--- src/rtl/rx_serial.sv ---
// -----------------------------------------------------------------------------
// rx_serial : serial-to-parallel receiver (pairs with tx_serial)
//
// Samples data_i on every clock where ena_i is high, LSB first, and assembles
// Width-bit words. A completed word is loaded into a registered valid/ready
// output stage one clock after its last bit is sampled.
//
// Optional feature macro: RX_SERIAL_PARITY_EN
//   When defined, each frame carries one extra even-parity bit after the data
//   bits. A frame with bad parity is dropped and parity_err_o pulses instead.
//
// Ports
//   clk_i        in   clock, rising edge
//   rst_ni       in   asynchronous active-low reset
//   data_i       in   serial bit
//   ena_i        in   bit-valid strobe
//   data_o       out  received word (LSB = first bit received)
//   valid_o      out  data_o holds an unconsumed word
//   ready_i      in   consumer accepts when valid_o && ready_i
//   overrun_o    out  pulse: completed word dropped, output stage occupied
//   parity_err_o out  pulse: frame dropped on parity error (macro only)
//   abort_o      out  pulse: partial word discarded on gap timeout
// -----------------------------------------------------------------------------
module rx_serial #(
   parameter int Width  = 8,
   parameter int GapMax = 4
) (
   input  logic             clk_i,
   input  logic             rst_ni,
   input  logic             data_i,
   input  logic             ena_i,
   output logic [Width-1:0] data_o,
   output logic             valid_o,
   input  logic             ready_i,
   output logic             overrun_o,
`ifdef RX_SERIAL_PARITY_EN
   output logic             parity_err_o,
`endif
   output logic             abort_o
);

`ifdef RX_SERIAL_PARITY_EN
   localparam int FrameLen = Width + 1;
`else
   localparam int FrameLen = Width;
`endif
   localparam int CntW = $clog2(Width + 2);
   // A zero-width counter is illegal, so keep one bit when the timeout is off.
   localparam int GapW = (GapMax > 0) ? $clog2(GapMax + 1) : 1;

   localparam logic IDLE  = 1'b0;
   localparam logic SHIFT = 1'b1;

   logic             r_state;
   logic [Width-1:0] r_shreg;
   logic [CntW-1:0]  r_bit_cnt;
   logic [GapW-1:0]  r_gap_cnt;
   logic             r_cmpl;      // word completed on the previous edge
   logic [Width-1:0] r_word;      // word waiting to enter the output stage
   logic             r_abort;
   logic [Width-1:0] r_data;
   logic             r_valid;
   logic             r_overrun;
`ifdef RX_SERIAL_PARITY_EN
   logic             r_par_ok;
   logic             r_parity_err;
`endif

   logic [Width-1:0] w_shifted;
   logic             w_last;
   logic             w_gap_hit;
   logic             w_gap_sat;

   assign w_shifted = {data_i, r_shreg[Width-1:1]};
   assign w_last    = (r_bit_cnt == CntW'(FrameLen - 1));
   // The GapMax-th consecutive idle cycle mid-word triggers the abort.
   assign w_gap_hit = (GapMax > 0) && (r_gap_cnt == GapW'(GapMax - 1));
   assign w_gap_sat = &r_gap_cnt;

   // ---------------------------------------------------------------- framer
   always_ff @(posedge clk_i or negedge rst_ni) begin
      if (!rst_ni) begin
         r_state   <= IDLE;
         r_shreg   <= '0;
         r_bit_cnt <= '0;
         r_gap_cnt <= '0;
         r_cmpl    <= 1'b0;
         r_word    <= '0;
         r_abort   <= 1'b0;
`ifdef RX_SERIAL_PARITY_EN
         r_par_ok  <= 1'b0;
`endif
      end else begin
         r_cmpl  <= 1'b0;
         r_abort <= 1'b0;
         case (r_state)
            IDLE: begin
               if (ena_i) begin
                  r_shreg   <= w_shifted;
                  r_bit_cnt <= CntW'(1);
                  r_gap_cnt <= '0;
                  r_state   <= SHIFT;
               end
            end
            default: begin
               if (ena_i) begin
                  r_shreg   <= w_shifted;
                  r_gap_cnt <= '0;
                  if (w_last) begin
                     r_bit_cnt <= '0;
                     r_state   <= IDLE;
                     r_cmpl    <= 1'b1;
`ifdef RX_SERIAL_PARITY_EN
                     // data_i is the parity bit; shreg already holds the data
                     r_word    <= r_shreg;
                     r_par_ok  <= ~(^{r_shreg, data_i});
`else
                     r_word    <= w_shifted;
`endif
                  end else begin
                     r_bit_cnt <= r_bit_cnt + CntW'(1);
                  end
               end else if (w_gap_hit) begin
                  r_abort   <= 1'b1;
                  r_shreg   <= '0;
                  r_bit_cnt <= '0;
                  r_gap_cnt <= '0;
                  r_state   <= IDLE;
               end else if (!w_gap_sat) begin
                  r_gap_cnt <= r_gap_cnt + GapW'(1);
               end
            end
         endcase
      end
   end

   // ---------------------------------------------------------- output stage
   always_ff @(posedge clk_i or negedge rst_ni) begin
      if (!rst_ni) begin
         r_data       <= '0;
         r_valid      <= 1'b0;
         r_overrun    <= 1'b0;
`ifdef RX_SERIAL_PARITY_EN
         r_parity_err <= 1'b0;
`endif
      end else begin
         r_overrun <= 1'b0;
`ifdef RX_SERIAL_PARITY_EN
         r_parity_err <= 1'b0;
`endif
         if (r_valid && ready_i) begin
            r_valid <= 1'b0;
         end
         if (r_cmpl) begin
`ifdef RX_SERIAL_PARITY_EN
            if (!r_par_ok) begin
               r_parity_err <= 1'b1;
            end else
`endif
            // Register is free if empty or being drained this very cycle.
            if (!r_valid || ready_i) begin
               r_data  <= r_word;
               r_valid <= 1'b1;
            end else begin
               r_overrun <= 1'b1;
            end
         end
      end
   end

   assign data_o       = r_data;
   assign valid_o      = r_valid;
   assign overrun_o    = r_overrun;
   assign abort_o      = r_abort;
`ifdef RX_SERIAL_PARITY_EN
   assign parity_err_o = r_parity_err;
`endif

endmodule

--- config.mk ---
export PLATFORM = sky130hd
export DESIGN_NAME = rx_serial
export DESIGN_NICKNAME = d
export VERILOG_FILES = /design/src/rtl/rx_serial.sv
export SDC_FILE = /design/constraint.sdc
export NUM_CORES = 1
export LEC_CHECK = 0
export ABC_AREA = 1
export BUFFER_PORTS_ARGS = -buffer_cell sky130_fd_sc_hd__buf_2
export CAP_MARGIN = 20
export CORE_AREA = 3 3 48 61
export CTS_CLUSTER_DIAMETER = 60
export DETAILED_ROUTE_END_ITERATION = 8
export DIE_AREA = 0 0 51 64
export PLACE_DENSITY = 0.79
export SLEW_MARGIN = 20
export SYNTH_ARGS = -nofsm -noshare
export SYNTH_HDL_FRONTEND = slang
export SYNTH_SLANG_ARGS = --single-unit
--- constraint.sdc ---
create_clock -name clk_i -period 3.21 [get_ports clk_i]
set_input_delay 0.1605 -clock clk_i [delete_from_list [all_inputs] [get_ports clk_i]]
set_output_delay 0.1605 -clock clk_i [all_outputs]
set_load 0.1 [all_outputs]
==> flow_summary_export.csv, run 1 <==
group,metric,value,unit
status,outcome,"finished clean",
critical_path,cp_slowest_cell,"dfrtp_1",
grt,grt_pass1_vias,1061,
synthesis,synth_ff_type,"dfrtp_1",
critical_path,cp_num_buf_inv,0,
clock_tree,cts.sinks,35,
finish,fill_cells,185,
clock_tree,tritoncts,"built",
place,gp_routability_congestion,0.755,
finish,area_delta_synth_final,13.0,%
critical_path,cpLargestDelayFamily,"simple AND/OR/NAND/NOR gates",
route,vias,1037,
critical_path,r2r_start,"r_bit_cnt[0]",
min_path,min_path_type,"input port to register",
synthesis,synth-async-reset-ratio,100,%
route,post_drt_wl_per_cell,12.3,um
clock_tree,clock_latency,0.34,ns
clock_tree,post_cts.resized_instances,0,
sta,clock.fmax,743,MHz
sta,tightestPinTransition,0.744,ns
grt,antenna_found_initial,0,
synthesis,syn_inst,149,
floorplanning,rows,20,
synthesis,seq_area_frac_synth,60.8,%
floorplanning,io_pins,16,
synthesis,synth_top_area_share,60.8,%
grt,grt-ovfl-total,0,
finish,finalNonFillerCells,202,
critical_path,cp_max_fo,17,
place,dp_hpwl,1.68,mm
sta,timing.setup.tns,0,ns
synthesis,postSynthAreaPerCell,9.67,um^2
route,ant_nets,0,
floorplanning,core,2430,um^2
floorplanning,start_util,59.3,%
sta,maxSlewViolCount,0,
synthesis,yosys_warnings,0,
synthesis,netlist_area,1440,um^2
clock_tree,cts.path.max_buffers,2,
clock_tree,clockRootBuffer,"clkbuf_4",
grt,grt_use_total,18.4,%
synthesis,ys_top_cells_by_count,"nand2_1, dfrtp_1, inv_1, nand3_1, o21ai_2",
route,drt_wl_total,2.48,mm
grt,grt_max_degree,36,
sta,skew,0.00327,ns
synthesis,yosys-top-cells-area,"dfrtp_1, nand2_1, nand3_1",
pwr,ir_drop,0.000621,V
critical_path,max_stage_delay,0.42,ns
pwr,p_per_area,981,nW/um^2
sta,setup_viol,0,
critical_path,worst-setup-path-type,"register to register",
critical_path,crit_start,"r_bit_cnt[0]",
synthesis,yosysTopAreaCell,"dfrtp_1",
synthesis,syn-num-nets,156,
place,port_buffers,15,
place,placedCellCount,193,
route,remaining_drc_errors,0,
critical_path,arrival,1.58,ns
critical_path,crit_chain,"ha_1 > nand2_2 > nor2_4 > nand2_4 > nand2_1 > o21ai_2",
sta,rsz0062_at_grt,"false",
synthesis,synthDistinctLibCells,18,
run,cap_violations,0,
sta,final.min_clock_period,1.35,ns
grt,grt_pass1_wl,4.44,mm
route,viasPerCell,5.13,
critical_path,end_kind,"register",
finish,drive_above_1_share,21.9,%
finish,diodes,0,
floorplanning,dieArea,3260,um^2
synthesis,yosysMostFrequentCell,"nand2_1",
sta,hold_viol,0,
route,first_pass_iters,4,
sta,fin_crit_sh,41.9,%
critical_path,start_kind,"register",
clock_tree,htreeDepth,2,
clock_tree,numCtsBuffers,5,
finish,nets,175,
min_path,worstHoldStart,"data_i",
synthesis,ys_ff_latch,35,
pwr,leakage,0.892,nW
synthesis,synth_edf_count,0,
route,drt_iter0_markers,32,
sta,worst_slew_margin_rel,50.4,%
floorplanning,die-width,51,um
critical_path,required,3.44,ns
floorplanning,die_h,64,um
clock_tree,clk_pin_slew_worst_paths,0.10,ns
==> placed cells by master (no fill, tap or decap), types with 2 or more instances in the layout <==
cell and count:
nand2_1 42, nand3_1 17, clkbuf_4 5, a21oi_1 2, buf_2 15, ha_1 2
o21ai_0 4, nor2_1 5, dfrtp_1 35, nand2_2 3, o21ai_2 8, inv_1 17
o22ai_1 6
==> metal layers <==
| layer | global-route usage, % | share of wire [%] |
|---|---|---|
| met5 | 0 | 0 |
| met3 | 6.29 | 6.1 |
| met4 | 10.8 | 2.5 |
| met2 | 29.7 | 51 |
| met1 | 20.6 | 40 |
==> cell type report <==
type | count | area, um^2 | area share [%]
clock buffer | 6 | 51.3 | 3.15
clock inverter | 2 | 35.0 | 2.15
inverter | 18 | 67.6 | 4.15
multi-input combinational | 92 | 472 | 29.0
sequential | 35 | 876 | 53.8
tap | 33 | 41.3 | 2.54
timing repair buffer | 16 | 85.1 | 5.23
==> worst reg2reg max path, stage by stage, from the launching register on <==
cell and delay (ns):
dfrtp_1 0.42, ha_1 0.25, nand2_2 0.10, nor2_4 0.13, nand2_4 0.16, nand2_1 0.13
o21ai_2 0.06
==> final timing paths <==
path                            cells after the start  slack [ns]      endpoint
worst max-delay path                                6        1.86     r_word[1]
worst min-delay path                                3        0.04     r_word[7]
worst max register to register                      6        1.86     r_word[1]
worst min register to register                      2        0.47     data_o[4]
max in group asynchronous                           2        2.32  r_bit_cnt[1]
min in group asynchronous                           2        0.41     r_word[2]
==> flip-flops by register name, indices dropped and copies added, names as in the netlist <==
register   flops
r_cmpl         1
data_o         8
valid_o        1
abort_o        1
r_gap_cnt      3
r_word         8
r_shreg        7
r_state        1
overrun_o      1
r_bit_cnt      4
==> power by group <==
group	internal, mW	leakage [nW]	switching (mW)
clock network	0.184	0.0482	0.147
logic	0.131	0.380	0.468
registers	0.573	0.463	0.0943
==> metrics by stage <==
step	worst slack (ns)	hold slack (ns)	cell area [um^2]	power, mW	util [%]
after floorplan	1.69	-0.135	1440	1.16	-
after global placement	1.94	0.257	1530	1.25	63.1
after detailed placement	1.91	0.265	1530	1.28	63.1
after CTS	1.87	0.0206	1630	1.61	67.1
after global routing	1.76	0.0412	1630	1.70	67.1
final	1.86	0.0367	1630	1.60	67.1
==> cells by family (layout without fill, tap and decap cells) <==
logic type / Yosys count / after routing / share of synthesized area [%]
fa+ha+maj: 2 / 2 / 1.74
compound gates: 20 / 20 / 9.56
simple gates: 70 / 70 / 21.5
flops: 35 / 35 / 60.8
buf+inv: 22 / 42 / 6.43
==> repair_timing <==
| item | 4_1_cts | 5_1_grt |
|---|---|---|
| hold endpoints to repair | 35 | 0 |
| hold buffers | 1 | 0 |
| buffers inserted | 0 | 0 |
Note: power is estimated with default switching activity, not from simulation.
==> inputs of run 2 (changes only) <==
--- a/config.mk
+++ b/config.mk
@@ -8,11 +8,11 @@
 export ABC_AREA = 1
 export BUFFER_PORTS_ARGS = -buffer_cell sky130_fd_sc_hd__buf_2
 export CAP_MARGIN = 20
-export CORE_AREA = 3 3 48 61
+export CORE_AREA = 3 3 50 63
 export CTS_CLUSTER_DIAMETER = 60
 export DETAILED_ROUTE_END_ITERATION = 8
-export DIE_AREA = 0 0 51 64
-export PLACE_DENSITY = 0.79
+export DIE_AREA = 0 0 53 66
+export PLACE_DENSITY = 0.74
 export SLEW_MARGIN = 20
 export SYNTH_ARGS = -nofsm -noshare
 export SYNTH_HDL_FRONTEND = slang
==> constraint.sdc (replaced) <==
create_clock -name clk_i -period 1.4 [get_ports clk_i]
set_input_delay 0.07 -clock clk_i [delete_from_list [all_inputs] [get_ports clk_i]]
set_output_delay 0.07 -clock clk_i [all_outputs]
set_load 0.1 [all_outputs]
==> run 2 against run 1 <==
Global-route usage down 0.90 points. Largest cell class unchanged. Critical path depth grew 1. Via count increased by 4.1%. Sequential power up 130%. Final cell count grew 4.5%. Total power up 120%. Core utilization shrank 3.7 points. Clock skew up 0.0089 ns. Fmax increased by 3.4%. Die area rose by 7.2%.
==> flow_summary_export.csv, run 2 (synthesized netlist as in run 1, its figures left out) <==
group,metric,value,unit
clock_tree,clock_latency,0.35,ns
status,outcome,"finished clean",
sta,maxSlewViolCount,0,
critical_path,end_kind,"register",
critical_path,cp_max_fo,17,
run,cap_violations,0,
floorplanning,die_h,66,um
route,remaining_drc_errors,0,
sta,final.min_clock_period,1.30,ns
sta,tightestPinTransition,0.485,ns
place,pre_cts_slack,0.0917,ns
sta,holdWs,0.125,ns
sta,timing.setup.tns,0,ns
critical_path,worst-setup-path-type,"register to register",
clock_tree,clk_pin_slew_worst_paths,0.11,ns
floorplanning,die-width,53,um
place,placed_area,1570,um^2
floorplanning,rows,21,
floorplanning,core,2650,um^2
finish,layout_common_cells,"nand2_1, dfrtp_1, inv_1, nand3_1, buf_2",
finish,drive_above_1_share,24.9,%
finish,fin_area,1680,um^2
min_path,min_path_type,"input port to register",
pwr,p_per_area,2130,nW/um^2
pwr,ir_drop,0.00112,V
place,port_buffers,15,
clock_tree,tritoncts,"built",
sta,setup_viol,0,
sta,rsz0062_at_grt,"false",
clock_tree,numCtsBuffers,5,
finish,postLayoutCoreUtil,63.4,%
sta,clock.fmax,768,MHz
floorplanning,dieArea,3500,um^2
pwr,fin_total_pwr,3.58,mW
clock_tree,cts.sinks,35,
critical_path,start_kind,"register",
route,viasPerCell,5.12,
pwr,leakage,0.915,nW
critical_path,required,1.66,ns
grt,grt_pass1_vias,1094,
route,drt_wl_total,2.57,mm
clock_tree,clockRootBuffer,"clkbuf_4",
route,ant_nets,0,
route,post_drt_wl_per_cell,12.2,um
grt,grt_pass1_wl,4.34,mm
sta,skew,0.0121,ns
finish,mostFrequentLayoutCell,"nand2_1",
route,vias,1080,
sta,setup_ws,0.0979,ns
sta,worst_slew_margin_rel,67.9,%
finish,area_delta_synth_final,16.8,%
place,dp_hpwl,1.83,mm
grt,grt_max_degree,18,
place,gp_routability_congestion,0.803,
finish,nets,183,
floorplanning,start_util,54.3,%
grt,grt_use_total,17.5,%
finish,finalNonFillerCells,211,
finish,diodes,0,
sta,hold_viol,0,
clock_tree,cts.path.max_buffers,2,
route,first_pass_iters,4,
critical_path,arrival,1.56,ns
route,drt_iter0_markers,18,
place,placedCellCount,199,
floorplanning,io_pins,16,
clock_tree,htreeDepth,2,
grt,antenna_found_initial,0,
sta,fin_crit_sh,93.0,%
grt,grt-ovfl-total,0,
run 2: cell types whose count changed in the layout (fill, tap and decap cells not counted), sizes merged:
cell,previous run,this run
buf,15,21
bufinv,1,0
clkbuf,6,7
clkinv,1,0
clkinvlp,0,1
dlygate4sd3,1,3
run 2: timing repair:
item | 4_1_cts | 5_1_grt
endpoints found under the hold margin | 38 | 0
resized for setup | 0 | 0
buffers inserted | 0 | 1
hold buffers | 3 | 0
setup endpoints to repair | 0 | 1
run 2: worst paths after layout:
| path | start | endpoint | slack (ns) | depth (start not counted) |
|---|---|---|---|---|
| min in group asynchronous | rst_ni | data_o[3] | 0.15 | 2 |
| worst min register to register | data_o[7] | data_o[7] | 0.48 | 2 |
| worst max-delay path | r_bit_cnt[0] | r_word[7] | 0.1 | 7 |
| worst max register to register | r_bit_cnt[0] | r_word[7] | 0.1 | 7 |
| max in group asynchronous | rst_ni | abort_o | 0.75 | 3 |
| worst min-delay path | ready_i | overrun_o | 0.13 | 5 |
run 2: power by group:
part	switching, mW	internal [mW]
clock	0.342	0.293
sequential	0.212	1.31
combinational	1.08	0.337
run 2: critical path: stages (launching register included):
cell and delay, ns:
dfrtp_1 0.43, ha_1 0.25, nand2_2 0.10, nor2_4 0.05
nand2_4 0.20, inv_1 0.09, nand2_1 0.07, nand2_1 0.04
run 2: routing by layer:
layer  share of wire (%)  GRT usage, %  vias to the layer above
met1                  39          17.5                      511
met5                   0             0                        -
met3                 6.2          4.97                        5
li1                    -             -                      533
met4                 2.1          12.1                        0
met2                  53          30.1                       31
run 2: area by class of cell:
class                   count  area, um^2
clock buffers               7        65.1
clock inverters             1        7.51
fillers                   232         972
inverters                  18        67.6
multi-input cells          92         472
flip-flops and latches     35         877
well taps                  34        42.5
repair buffers             24         150
